==> src/rtl/stopwatch_core_if.sv <==
// Button inputs and display outputs of the stopwatch core, bundled as one bus.
// The master side drives the raw buttons and observes the display value.
interface stopwatch_core_if;
   logic        btn_start_stop;
   logic        btn_clear;
   logic [31:0] num;
   logic        running;

   modport master (
      output btn_start_stop,
      output btn_clear,
      input  num,
      input  running
   );

   modport slave (
      input  btn_start_stop,
      input  btn_clear,
      output num,
      output running
   );
endinterface

==> src/rtl/stopwatch_core.sv <==
// Stopwatch core: synchronises and debounces two push-buttons, runs a
// HELLO/STOPPED/RUNNING/OVERFLOW state machine and a 0..9998 centisecond
// counter, and presents a registered display value plus a running flag.
module stopwatch_core #(
   parameter int TICK_DIV        = 1000000,
   parameter int DEBOUNCE_CYCLES = 1000000
) (
   input logic             clk,
   input logic             rst,
   stopwatch_core_if.slave bus
);

   localparam int PRE_W = (TICK_DIV > 1) ? $clog2(TICK_DIV) : 1;
   localparam int DB_W  = (DEBOUNCE_CYCLES > 1) ? $clog2(DEBOUNCE_CYCLES) : 1;

   localparam logic [PRE_W-1:0] PRE_MAX   = PRE_W'(TICK_DIV - 1);
   localparam logic [DB_W-1:0]  DB_MAX    = DB_W'(DEBOUNCE_CYCLES - 1);
   localparam logic [13:0]      COUNT_MAX = 14'd9998;

   localparam logic [31:0] NUM_HELLO    = 32'd9999;
   localparam logic [31:0] NUM_OVERFLOW = 32'd10000;

   typedef enum logic [1:0] {
      HELLO,
      STOPPED,
      RUNNING,
      OVERFLOW
   } state_t;

   // Bit 0 carries start/stop, bit 1 carries clear throughout the button path.
   logic [1:0]      sync1_q, sync1_d;
   logic [1:0]      sync2_q, sync2_d;
   logic [1:0]      acc_q, acc_d;
   logic [1:0]      press_q, press_d;
   logic [DB_W-1:0] db_cnt_q [2];
   logic [DB_W-1:0] db_cnt_d [2];

   state_t          state_q, state_d;
   logic [13:0]     count_q, count_d;
   logic [PRE_W-1:0] pre_q, pre_d;
   logic [31:0]     num_q, num_d;
   logic            running_q, running_d;

   logic            ss_ev;
   logic            clr_ev;

   assign ss_ev  = press_q[0];
   assign clr_ev = press_q[1];

   // Synchroniser, debouncer and press-event flops; reset wipes all progress.
   always_ff @(posedge clk or posedge rst) begin
      if (rst) begin
         sync1_q     <= '0;
         sync2_q     <= '0;
         acc_q       <= '0;
         press_q     <= '0;
         db_cnt_q[0] <= '0;
         db_cnt_q[1] <= '0;
      end else begin
         sync1_q     <= sync1_d;
         sync2_q     <= sync2_d;
         acc_q       <= acc_d;
         press_q     <= press_d;
         db_cnt_q[0] <= db_cnt_d[0];
         db_cnt_q[1] <= db_cnt_d[1];
      end
   end

   // Accept a new level only after it has differed from the accepted level for
   // DEBOUNCE_CYCLES straight cycles; a rising acceptance yields a one-cycle press.
   always_comb begin
      sync1_d = {bus.btn_clear, bus.btn_start_stop};
      sync2_d = sync1_q;
      acc_d   = acc_q;
      press_d = '0;
      for (int i = 0; i < 2; i++) begin
         db_cnt_d[i] = '0;
         if (sync2_q[i] != acc_q[i]) begin
            if (db_cnt_q[i] == DB_MAX) begin
               acc_d[i]   = sync2_q[i];
               press_d[i] = sync2_q[i];
            end else begin
               db_cnt_d[i] = db_cnt_q[i] + DB_W'(1);
            end
         end
      end
   end

   // State register together with the counter, prescaler and registered outputs.
   always_ff @(posedge clk or posedge rst) begin
      if (rst) begin
         state_q   <= HELLO;
         count_q   <= '0;
         pre_q     <= '0;
         num_q     <= NUM_HELLO;
         running_q <= 1'b0;
      end else begin
         state_q   <= state_d;
         count_q   <= count_d;
         pre_q     <= pre_d;
         num_q     <= num_d;
         running_q <= running_d;
      end
   end

   // Next state: clear beats start/stop, and any button event beats a tick.
   always_comb begin
      state_d = state_q;
      count_d = count_q;
      pre_d   = pre_q;
      unique case (state_q)
         HELLO: begin
            if (clr_ev) begin
               state_d = STOPPED;
               count_d = '0;
            end else if (ss_ev) begin
               state_d = RUNNING;
               count_d = '0;
               pre_d   = '0;
            end
         end
         STOPPED: begin
            if (clr_ev) begin
               count_d = '0;
            end else if (ss_ev) begin
               state_d = RUNNING;
               pre_d   = '0;
            end
         end
         RUNNING: begin
            if (clr_ev) begin
               count_d = '0;
               pre_d   = '0;
            end else if (ss_ev) begin
               state_d = STOPPED;
            end else if (pre_q == PRE_MAX) begin
               pre_d = '0;
               if (count_q == COUNT_MAX) begin
                  state_d = OVERFLOW;
               end else begin
                  count_d = count_q + 14'd1;
               end
            end else begin
               pre_d = pre_q + PRE_W'(1);
            end
         end
         OVERFLOW: begin
            if (clr_ev) begin
               state_d = STOPPED;
               count_d = '0;
            end
         end
         default: begin
            state_d = HELLO;
            count_d = '0;
            pre_d   = '0;
         end
      endcase
   end

   // Display value and running flag, computed from the upcoming state so the
   // registered outputs change on the same edge as the state itself.
   always_comb begin
      num_d     = {18'd0, count_d};
      running_d = 1'b0;
      unique case (state_d)
         HELLO:    num_d = NUM_HELLO;
         STOPPED:  num_d = {18'd0, count_d};
         RUNNING: begin
            num_d     = {18'd0, count_d};
            running_d = 1'b1;
         end
         OVERFLOW: num_d = NUM_OVERFLOW;
         default:  num_d = NUM_HELLO;
      endcase
   end

   assign bus.num     = num_q;
   assign bus.running = running_q;

endmodule
==> src/flat_wrapper.sv <==
// flat-port wrapper written by rule: the top's interface ports become plain ports
module stopwatch_core_flat 
#(
   parameter int TICK_DIV        = 1000000,
   parameter int DEBOUNCE_CYCLES = 1000000
)
  (clk, rst, bus_btn_start_stop, bus_btn_clear, bus_num, bus_running);
  stopwatch_core_if bus_i ();
  input logic clk;
  input logic rst;
  input wire logic [$bits(bus_i.btn_start_stop)-1:0] bus_btn_start_stop;
  input wire logic [$bits(bus_i.btn_clear)-1:0] bus_btn_clear;
  output wire logic [$bits(bus_i.num)-1:0] bus_num;
  output wire logic [$bits(bus_i.running)-1:0] bus_running;
  assign bus_i.btn_start_stop = bus_btn_start_stop;
  assign bus_i.btn_clear = bus_btn_clear;
  assign bus_num = bus_i.num;
  assign bus_running = bus_i.running;
  stopwatch_core #(.TICK_DIV(TICK_DIV), .DEBOUNCE_CYCLES(DEBOUNCE_CYCLES)) u_core (.clk(clk), .rst(rst), .bus(bus_i));
endmodule
==> config.mk <==
export PLATFORM = sky130hd
export DESIGN_NAME = stopwatch_core_flat
export DESIGN_NICKNAME = d
export VERILOG_FILES = /design/src/rtl/stopwatch_core_if.sv /design/src/rtl/stopwatch_core.sv /design/src/flat_wrapper.sv
export SDC_FILE = /design/constraint.sdc
export NUM_CORES = 1
export LEC_CHECK = 0
export BUFFER_PORTS_ARGS = -buffer_cell sky130_fd_sc_hd__buf_4
export CAP_MARGIN = 20
export CORE_ASPECT_RATIO = 0.75
export CORE_MARGIN = 2
export CORE_UTILIZATION = 45
export DETAILED_ROUTE_END_ITERATION = 12
export GPL_ROUTABILITY_DRIVEN = 0
export REMOVE_ABC_BUFFERS = 1
export SYNTH_ARGS = -nofsm -noshare
export SYNTH_HDL_FRONTEND = slang
export SYNTH_SLANG_ARGS = --single-unit
==> constraint.sdc <==
create_clock -name clk -period 4.5 [get_ports clk]
set_clock_uncertainty 0.05 [all_clocks]
set_input_delay 0.45 -clock clk [delete_from_list [all_inputs] [get_ports clk]]
set_output_delay 0.45 -clock clk [all_outputs]
set_load 0.05 [all_outputs]
==> results.yml <==
clock_network:
  cts_resized: 0
  root_buffer: "clkbuf_16"
  cts.sinks: 99
  htree_levels: 3
  cts_tree: "yes"
  holdBufCountCts: 0
  numCtsBuffers: 9
  clk_latency_ps: 350
  clkTransAtPathRegs_ps: 70
  post-cts-setup-buffers: 0
  cts.path.max_buffers: 2
sta:
  fin_crit_ps: 3470
  worstMarginPinSlew_ps: 978
  rsz0062_at_grt: "no"
  relSlewSlack_pct: 34.2
  finalSetupViolations: 0
  tns_ps: 0
  drv_slew: 0
  hold_viol_final: 0
  finalCritPeriodShare_pct: 77.1
  fmax_mhz: 288
  setup_ws_ps: 1030
place:
  placed_cell_area_um2: 5420
  place_hpwl_um: 7710
  io_buffers: 18
  dpl_worst_slack_ps: 1110
detailed_routing:
  drc: 0
  drt-initial-drc-count: 343
  vias: 4164
  antenna_left: 0
  post_drt_wl_per_cell_um: 15.8
  dr.pass1.iters: 5
  vias_per_cell: 5.86
  drt-total-wl_um: 11300
logic_synthesis:
  synth_flop_cell: "dfrtp_1"
  synth_top_area_share_pct: 43.8
  synth.distinct_cells: 57
  synth.most_common_cell: "dfrtp_1"
  yosys-top-cells-area: "dfrtp_1 (44%), xor2_1 (4.7%), nor2_1 (4.5%)"
  postSynthAreaPerCell_um2: 9.47
  ys_warn_count: 0
  synth_area_um2: 5200
  synth_edf_count: 0
  synthTopCellsByCount: "dfrtp_1 (91), nor2_1 (63), nand2_1 (47)"
  synth_top_cell_by_area: "dfrtp_1"
  synthArstFlopShare_pct: 100
  yosysSeqAreaShare_pct: 47.8
  syn_inst: 549
  synth-seq-cells: 99
global_route:
  antenna_found_initial: 0
  grt_pass1_vias: 3974
  grt_pass1_wl_um: 19700
  grt_max_degree: 73
  grt-ovfl-total: 0
  grtUsageTotal_pct: 19.4
run:
  drv_cap: 0
pwr:
  power.share.combinational_pct: 3.8
  p_per_area_nw_per_um2: 306
  power.switching_mw: 0.402
  p_clk_share_pct: 44.6
  p_leak_nw: 2.42
  p_int_mw: 1.35
  peakVddDrop_uv: 195
  netSwitchingFraction_pct: 23.0
  seqPwrFrac_pct: 51.6
critical_path:
  crit_path_frequent_cell: "ha_1"
  start_kind: "flip-flop"
  cp.arrival_ps: 3650
  critPathMaxStageDelay_ps: 500
  worst-path-max-fanout: 13
  required_ps: 4690
  critical_path.top_delay_family: "simple AND/OR/NAND/NOR gates"
  critPathCaptureType: "flip-flop"
  critPathSlowestCell: "ha_1"
  critPathKind: "reg -> reg"
  worstPathCellList: "inv_1, ha_1, or4bb_1, nor4_1, buf_4, a31oi_1, nor3b_1, o32ai_1, ha_1, or2b_2, a41oi_1, o21ai_0, o311ai_0"
  crit_buf_inv: 2
layout:
  diodes: 0
  fill_cells: 1022
  finalNetCount: 579
  drive_gt1_share_pct: 9.98
  areaGrowthSynthToFinish_pct: 9.86
  fin_area_um2: 5710
  post-route-util_pct: 51.4
floorplanning:
  die_w_um: 128
  start_util_pct: 46.8
  io_pins: 37
  fp.dieH_um: 97.1
  die_area_um2: 12400
  rows: 33
  core_area_um2: 11100
min_path:
  hold_class: "in -> reg"
outcome:
  outcome: "finished clean"
==> cell families after synthesis <==
logic type               synth area share (%)
AO/OA/AOI/OAI                            11.3
XOR/XNOR                                 6.90
adder cells (fa/ha/maj)                  1.92
buffers and inverters                    4.55
flip-flops                               47.8
multiplexers                            0.842
other                                  0.0721
AND/OR/NAND/NOR                          26.6
==> worst register-to-register path: stages (launching register included) <==
cell	delay [ps]
dfrtp_1	430
inv_1	80
ha_1	150
or4bb_1	400
nor4_1	170
buf_4	190
a31oi_1	80
nor3b_1	280
o32ai_1	170
ha_1	500
or2b_2	430
a41oi_1	200
o21ai_0	90
o311ai_0	110
==> flip-flops by register name, indices dropped and copies added, names as in the netlist <==
register,flops
u_core.state_q,2
u_core.acc_q,2
u_core.sync1_q,2
u_core.bus.running,1
u_core.count_q,14
u_core.db_cnt_q,40
u_core.bus.num,14
u_core.sync2_q,2
u_core.press_q,2
u_core.pre_q,20
==> metrics by stage <==
stage                     hold WS (ps)  total power [mW]  cells
after floorplan                    281             0.973    534
after global routing               147              1.81    711
after global placement             287             0.986    696
after CTS                          148              1.77    711
final                              152              1.75    711
after detailed placement           285             0.986    696
==> layout by cell type (no fill, tap or decap), drive strengths merged, types with 13 or more instances in the layout <==
| master | count |
|---|---|
| nand3 | 35 |
| xnor2 | 13 |
| and3 | 15 |
| xor2 | 28 |
| nand2 | 47 |
| dfrtp | 91 |
| nor2 | 63 |
| conb | 18 |
| a21oi | 20 |
| inv | 13 |
| nand4 | 23 |
| o21ai | 22 |
| buf | 22 |
| or4 | 14 |
==> metal layers <==
layer,part of all wire [%],vias up,global-route usage [%]
li1,-,1998,-
met2,44,122,27.7
met4,1.6,0,5.66
met1,49,2024,29.5
met3,6.1,20,4.41
met5,0,-,0
==> area by class of cell <==
class / instances / area, um2 / share of cell area [%]
multi-input combinational: 422 / 2540 / 44.5
clock inverter: 4 / 51.3 / 0.898
clock buffer: 11 / 243 / 4.25
sequential: 99 / 2490 / 43.5
tap: 140 / 175 / 3.07
timing repair buffer: 22 / 165 / 2.89
inverter: 13 / 51.3 / 0.898
==> worst paths after layout <==
| check | startpoint | endpoint | slack, ps | cells past startpoint |
|---|---|---|---|---|
| worst max-delay path | u_core.count_q[0] | u_core.bus.num[2] | 1030 | 13 |
| worst min-delay path | bus_btn_clear | u_core.sync1_q[1] | 150 | 1 |
| worst max register to register | u_core.count_q[0] | u_core.bus.num[2] | 1030 | 13 |
| worst min register to register | u_core.sync1_q[1] | u_core.sync2_q[1] | 300 | 0 |
| max in group asynchronous | rst | u_core.pre_q[6] | 3220 | 3 |
| min in group asynchronous | rst | u_core.sync2_q[0] | 220 | 2 |
==> power by group through the flow <==
stage / Combinational [mW] / Sequential, mW / Clock (mW)
after floorplan: 0.0558 / 0.917 / 0
final: 0.0661 / 0.902 / 0.781
after detailed placement: 0.0674 / 0.919 / 0
after CTS: 0.0678 / 0.902 / 0.798
after global placement: 0.0675 / 0.918 / 0
after global routing: 0.0736 / 0.902 / 0.832
(Power assumes the default switching activity.)
